$ cat src/rtl/bomb_pkg.sv
// Shared types and helpers for the bomb / blast / collision blocks.
// Holds the controller state type, off-screen sentinels and the grid-snap rule.
package bomb_pkg;

  typedef enum logic [1:0] {
    S_IDLE  = 2'd0,
    S_ARMED = 2'd1,
    S_FIRE  = 2'd2,
    S_WAIT  = 2'd3
  } state_t;

  localparam logic [10:0] OFFSCREEN_X  = 11'd640;
  localparam logic [10:0] OFFSCREEN_Y  = 11'd480;
  localparam int          WAIT_TIMEOUT = 4;

  // Round to the nearest grid line: add half a tile, then clear the low bits.
  // The sum is 12 bits wide and the result wraps to 11 bits.
  function automatic logic [10:0] snap(input logic [10:0] pos, input int tile);
    logic [11:0] sum;
    logic [11:0] mask;
    logic [11:0] snapped;
    sum     = {1'b0, pos} + 12'(tile / 2);
    mask    = ~(12'(tile) - 12'd1);
    snapped = sum & mask;
    return snapped[10:0];
  endfunction

endpackage

$ cat src/rtl/rise_detect.sv
// Rising-edge detector with a registered one-cycle pulse output.
// The pulse appears the cycle after the input is first seen high.
module rise_detect (
  input  logic clk,
  input  logic reset,
  input  logic d,
  output logic rise
);

  logic d_q;

  always_ff @(posedge clk or posedge reset) begin
    if (reset) begin
      d_q  <= 1'b0;
      rise <= 1'b0;
    end else begin
      d_q  <= d;
      rise <= d & ~d_q;
    end
  end

endmodule

$ cat src/rtl/bomb_ctrl.sv
// Bomb placement and fuse controller: places a grid-snapped bomb, counts the fuse,
// fires a one-cycle blast pulse and waits for the blast block's explode window.
module bomb_ctrl
  import bomb_pkg::*;
#(
  parameter int FUSE_SECONDS = 3,
  parameter int TILE         = 32,
  parameter int FLASH_FRAMES = 8
) (
  input  logic        clk,
  input  logic        reset,
  input  logic        OneSecPulse,
  input  logic        startOfFrame,
  input  logic        place_req,
  input  logic [10:0] player_topLeftX,
  input  logic [10:0] player_topLeftY,
  input  logic        chain_hit,
  input  logic        explode,
  output logic        blast,
  output logic [10:0] bomb_topLeftX,
  output logic [10:0] bomb_topLeftY,
  output logic        bomb_visible,
  output logic        busy
);

  localparam int FLASH_W = (FLASH_FRAMES > 1) ? $clog2(FLASH_FRAMES) : 1;

  state_t             state;
  state_t             state_nxt;
  logic               place_rise;
  logic [2:0]         fuse;
  logic [FLASH_W-1:0] flash_cnt;
  logic               flash_off;
  logic [2:0]         wait_cnt;
  logic               seen_explode;
  logic               fuse_done;
  logic               explode_done;
  logic               watchdog;

  rise_detect u_place_edge (
    .clk   (clk),
    .reset (reset),
    .d     (place_req),
    .rise  (place_rise)
  );

  assign fuse_done    = OneSecPulse && (fuse == 3'd1);
  assign explode_done = seen_explode && !explode;
  // The FIRE cycle counts as the first watchdog cycle, so WAIT gives up
  // WAIT_TIMEOUT cycles after the blast pulse.
  assign watchdog     = !seen_explode && !explode && (wait_cnt >= 3'(WAIT_TIMEOUT - 1));

  always_ff @(posedge clk or posedge reset) begin
    if (reset) state <= S_IDLE;
    else       state <= state_nxt;
  end

  always_comb begin
    state_nxt = state;
    case (state)
      S_IDLE:  if (place_rise) state_nxt = S_ARMED;
      S_ARMED: if (chain_hit || fuse_done) state_nxt = S_FIRE;
      S_FIRE:  state_nxt = S_WAIT;
      S_WAIT:  if (explode_done || watchdog) state_nxt = S_IDLE;
      default: state_nxt = S_IDLE;
    endcase
  end

  always_ff @(posedge clk or posedge reset) begin
    if (reset) begin
      fuse <= 3'd0;
    end else if (state == S_IDLE && place_rise) begin
      fuse <= 3'(FUSE_SECONDS);
    end else if (state == S_ARMED) begin
      if (OneSecPulse && !chain_hit && fuse != 3'd0) fuse <= fuse - 3'd1;
    end else begin
      fuse <= 3'd0;
    end
  end

  always_ff @(posedge clk or posedge reset) begin
    if (reset) begin
      bomb_topLeftX <= OFFSCREEN_X;
      bomb_topLeftY <= OFFSCREEN_Y;
    end else if (state == S_IDLE && place_rise) begin
      bomb_topLeftX <= snap(player_topLeftX, TILE);
      bomb_topLeftY <= snap(player_topLeftY, TILE);
    end else if (state == S_WAIT && state_nxt == S_IDLE) begin
      bomb_topLeftX <= OFFSCREEN_X;
      bomb_topLeftY <= OFFSCREEN_Y;
    end
  end

  // Warning flash runs only in the last fuse second; visibility starts on.
  always_ff @(posedge clk or posedge reset) begin
    if (reset) begin
      flash_cnt <= '0;
      flash_off <= 1'b0;
    end else if (state == S_ARMED && fuse == 3'd1) begin
      if (startOfFrame) begin
        if (flash_cnt == FLASH_W'(FLASH_FRAMES - 1)) begin
          flash_cnt <= '0;
          flash_off <= ~flash_off;
        end else begin
          flash_cnt <= flash_cnt + 1'b1;
        end
      end
    end else begin
      flash_cnt <= '0;
      flash_off <= 1'b0;
    end
  end

  always_ff @(posedge clk or posedge reset) begin
    if (reset) begin
      wait_cnt     <= 3'd0;
      seen_explode <= 1'b0;
    end else if (state == S_FIRE) begin
      wait_cnt     <= 3'd1;
      seen_explode <= 1'b0;
    end else if (state == S_WAIT) begin
      if (wait_cnt != 3'd7) wait_cnt <= wait_cnt + 3'd1;
      seen_explode <= seen_explode | explode;
    end else begin
      wait_cnt     <= 3'd0;
      seen_explode <= 1'b0;
    end
  end

  assign blast        = (state == S_FIRE);
  assign busy         = (state != S_IDLE);
  assign bomb_visible = (state == S_ARMED) && !flash_off;

endmodule

$ cat config.mk
export PLATFORM = sky130hd
export DESIGN_NAME = bomb_ctrl
export DESIGN_NICKNAME = d
export VERILOG_FILES = /design/src/rtl/bomb_pkg.sv /design/src/rtl/rise_detect.sv /design/src/rtl/bomb_ctrl.sv
export SDC_FILE = /design/constraint.sdc
export NUM_CORES = 1
export LEC_CHECK = 0
export BUFFER_PORTS_ARGS = -buffer_cell sky130_fd_sc_hd__buf_2
export CORE_MARGIN = 5
export CORE_UTILIZATION = 50
export CTS_CLUSTER_SIZE = 30
export DETAILED_ROUTE_END_ITERATION = 8
export GPL_TIMING_DRIVEN = 0
export PLACE_DENSITY = 0.83
export SLEW_MARGIN = 20
export SYNTH_ARGS = -nofsm -noshare
export SYNTH_HDL_FRONTEND = slang
export SYNTH_HIERARCHICAL = 1
export SYNTH_SLANG_ARGS = --single-unit
export TNS_END_PERCENT = 30
$ cat constraint.sdc
create_clock -name clk -period 4.7 [get_ports clk]
set_input_delay 0.47 -clock clk [delete_from_list [all_inputs] [get_ports clk]]
set_output_delay 0.47 -clock clk [all_outputs]
set_load 0.005 [all_outputs]
==> impl.org <==
** Outcome
- The flow ran to the end, and the final reports show no timing, DRC or antenna violations.

** Setup path
- Endpoint type of the worst setup path :: flip-flop
- In this run the worst path has a maximum fanout of 7.
- Category of the worst setup path launch point :: flip-flop
- The critical path is of the reg2reg type.
- Worst reg2reg path depth :: 5
- Worst flop-to-flop path startpoint :: wait_cnt[0]
- Largest stage delay, worst path :: 0.81 ns
- In this design, the critical path's most frequently occurring cell is ha_1.
- Worst-path cell chain :: ha_1 > ha_1 > a2111oi_0 > nor3_1 > o21ai_0
- Largest delay contributor family on the critical path :: simple AND/OR/NAND/NOR gates
- On the critical path, the stage with the largest delay is an instance of nor3_1.
- For the worst setup path, the data arrival time is 2.18 ns.
- R2R setup slack :: ~2.7 ns
- Number of buffer and inverter instances along the worst setup path :: 0
- STA puts the critical path data required time at 4.87 ns.
- In this run the critical register-to-register path is captured at bomb_topLeftX[5].

** STA
- Final TNS setup :: 0 ns
- The number of pins exceeding their max-slew limit in the final report came to 0.
- Setup repair after global routing missed its margin :: no
- Final setup fails :: 0
- Clock skew on the completed layout was measured at 0.00544 ns.
- Worst slew margin relative to its limit :: 34.4%
- Worst Max-Slew Pin Slew :: 0.976 ns
- Period minus WS final :: between 2 and 2.5 ns
- Final number of hold-violating endpoints :: 0
- Post-route fraction of the period consumed by the critical path :: 42.7%
- Max Clk Rate :: 0.498 GHz

** Synth
- After technology mapping, the gate count stands at 153.
- In the synthesized netlist the async set-or-reset flop fraction comes to 100%.
- The most used flip-flop cell after synthesis is dfrtp_1.
- Averaged over all synthesized cells, the footprint is 9.99 um^2.
- Sequential elements use roughly 45% of the synthesized area.
- Synthesis instantiated 38 different standard cells from the library.
- Count of flip-flops with a built-in enable after synthesis :: 0
- dfrtp_1 takes more of the synthesized area than any other cell.
- Top cells by area, synth :: dfrtp_1 (34%), dfstp_2 (10%), ha_1 (8.2%)
- The synthesized netlist occupies a cell area of 0.00153 mm^2.
- Post-synth top area share :: 34.4%
- In this run, synthesis produced a sequential element count of 27.
- Yosys warning total :: 6

** Cells and area
- The post-route netlist has 31.2% of its cells at a drive strength greater than 1.
- Most common library cell in the layout ignoring fill and taps :: buf_2
- The top cell types in the final layout, fill and taps aside, are buf_2 (35), nor2_1 (21), dfrtp_1 (21).
- The number of antenna diodes in the final layout is 0.
- Final Util :: between 60% and 70%
- The final layout contains 242 nets.
- Post-route standard cell area excluding fillers :: between 0.0015 and 0.002 mm^2
- Final cell count without fillers :: between 200 and 250
- The area growth from synthesis to layout is 19.0%.
- Fill cell count :: 281

** Global routing
- The number of antenna violations at the first check in global routing was 0.
- Global-route wire length before repair :: 5.00 mm
- Summed over all layers, the global routing overflow is 0.
- Combined global-route utilization of all metal layers :: 15.0%
- Number of global-route vias before repair :: 1183
- Maximum number of pins on one net before global-route repair :: 26

** Clock network
- Number of buffers between clock root and the deepest sink :: 2
- Max H-tree Level :: 1
- TritonCTS built the clock tree.
- Number of cells upsized or downsized after cts :: 0
- Once the clock tree was built, the setup fixing pass inserted 0 buffers.
- CTS Buf Count :: 3
- After clock tree synthesis, the clock-pin slew on the worst setup and hold paths is 0.15 ns.
- The tree is rooted in a clkbuf_4.
- The tree built by TritonCTS fans out to 27 sinks.
- At the later pin of the worst-skew pair, clock insertion delay measures 0.32 ns.

** Power and ir drop
- Static Leak :: 0.880 nW
- Power share of the sequential group :: 46.3%
- Switching power share of the total :: 36.6%
- Proportion of power drawn by combinational gates :: around 40%
- Pwr/cell area :: ~440 mW/mm^2
- Max VDD drop :: 0.229 mV
- Fraction of power consumed by the clock network :: 12.6%
- Total power for the finished layout comes to 0.801 mW.
- Power Internal :: 0.508 mW
- Sw power :: between 0.2 and 0.3 mW

** Run
- Max-capacitance violation count :: 0

** Drt
- Total via count after detailed routing :: between 1000 and 1500
- Via-to-Cell Ratio :: 5.15
- Number of antenna-violating nets in the routed design :: 0
- Summed over all layers, the routed wires come to 2.98 mm.
- DRC :: 0
- Mean routed wirelength per cell :: 12.7 um
- The first detailed-routing pass ran for 6 iterations.
- The first routing iteration left 53 violations.

** Floorplanning
- Pin placement for this block handled between 50 and 60 I/O pins.
- The floorplan step defined a die boundary enclosing 0.00426 mm^2.
- Initial standard-cell utilization of the core :: 50.9%
- From left edge to right edge, the die measures 65.3 um.
- Die Y :: 65.3 um
- Cell Rows :: 20
- The floorplan step defined a core boundary enclosing 0.00300 mm^2.

** Hold path
- Hold Startpoint :: place_req
- Along the worst hold path, the cell count comes to 1.
- End point of the worst hold path :: u_place_edge/d_q
- Worst hold path class :: in2reg

** Place
- IO Port Bufs :: 35
- HPWL after DPL :: 2.40 mm
- Final Wtd Congestion :: 0.734
- Counting tap cells, the placed design contains a total of 230 instances.
- In this run the cell area measured after placement is 0.00178 mm^2.
==> state kept, by name, indices dropped and copies added (netlist names) <==
| name | flops |
|---|---|
| wait_cnt | 3 |
| bomb_topLeftX | 6 |
| bomb_topLeftY | 6 |
| flash_cnt | 3 |
| u_place_edge/d_q | 1 |
| flash_off | 1 |
| seen_explode | 1 |
| fuse | 3 |
| u_place_edge/rise | 1 |
| state | 2 |
==> Yosys cell counts, drive strengths merged, types with 3 or more instances <==
cell / n
buf: 12
clkbuf: 3
xor2: 6
o211ai: 6
nand2: 13
mux2i: 4
nand3: 4
or4: 3
xnor2: 3
nor3b: 3
dfrtp: 21
a22oi: 4
nor2: 21
ha: 10
o21ai: 3
a21oi: 5
dfstp: 6
inv: 7
==> power groups by stage <==
stage | Combinational, mW | Sequential [mW] | Clock (mW)
after floorplan | 0.213 | 0.372 | 0
after global placement | 0.317 | 0.371 | 0
after detailed placement | 0.331 | 0.376 | 0
after CTS | 0.334 | 0.372 | 0.104
after global routing | 0.376 | 0.382 | 0.112
final | 0.329 | 0.371 | 0.101
==> metal layers <==
layer  vias up  global-route usage (%)  part of all wire, %
li1        612                       -                    -
met1       568                    17.2                   42
met2        28                    28.6                   53
met3         2                    1.71                  3.3
met4         0                    4.66                  1.1
met5         -                       0                    0
==> area by class of cell <==
| type | count | area (um^2) | area share (%) |
|---|---|---|---|
| Timing Repair Buffer | 36 | 185 | 10.2 |
| Sequential cell | 27 | 683 | 37.6 |
| Multi-Input combinational cell | 113 | 743 | 40.9 |
| Tap cell | 33 | 41.3 | 2.27 |
| Buffer | 15 | 109 | 5.99 |
| Clock inverter | 1 | 7.51 | 0.413 |
| Clock buffer | 3 | 22.5 | 1.24 |
| Inverter | 7 | 26.3 | 1.45 |
==> worst max path at each step <==
stage           startpoint          endpoint  slack (ns)  depth (start not counted)
2_1_floorplan  wait_cnt[0]          state[0]        3.02                          6
3_3_place_gp   wait_cnt[0]          state[0]        2.82                          6
3_5_place_dp   wait_cnt[0]  bomb_topLeftX[5]        2.69                          5
4_1_cts        wait_cnt[0]  bomb_topLeftX[5]        2.69                          5
5_1_grt        wait_cnt[0]  bomb_topLeftX[5]        2.49                          5
6_report       wait_cnt[0]  bomb_topLeftX[5]        2.69                          5
==> cell families after synthesis <==
group | Yosys count | share of synthesized area (%)
flip-flops | 27 | 44.7
adder cells (fa/ha/maj) | 10 | 8.19
AND/OR/NAND/NOR | 54 | 18.2
buffers and inverters | 22 | 8.85
AO/OA/AOI/OAI | 26 | 12.0
multiplexers | 4 | 2.62
other | 1 | 0.245
XOR/XNOR | 9 | 5.16
==> metrics by stage <==
stage	hold WS, ns	setup WS (ns)
floorplan	0.211	3.02
global placement	0.332	2.82
detailed placement	0.337	2.69
CTS	0.257	2.69
global route	0.245	2.49
finish	0.262	2.69
==> what timing repair did <==
item                       in CTS  in global routing
hold endpoints to repair        2                  0
setup endpoints to repair       0                  0
hold buffers                    1                  0
(Power assumes the default switching activity.)
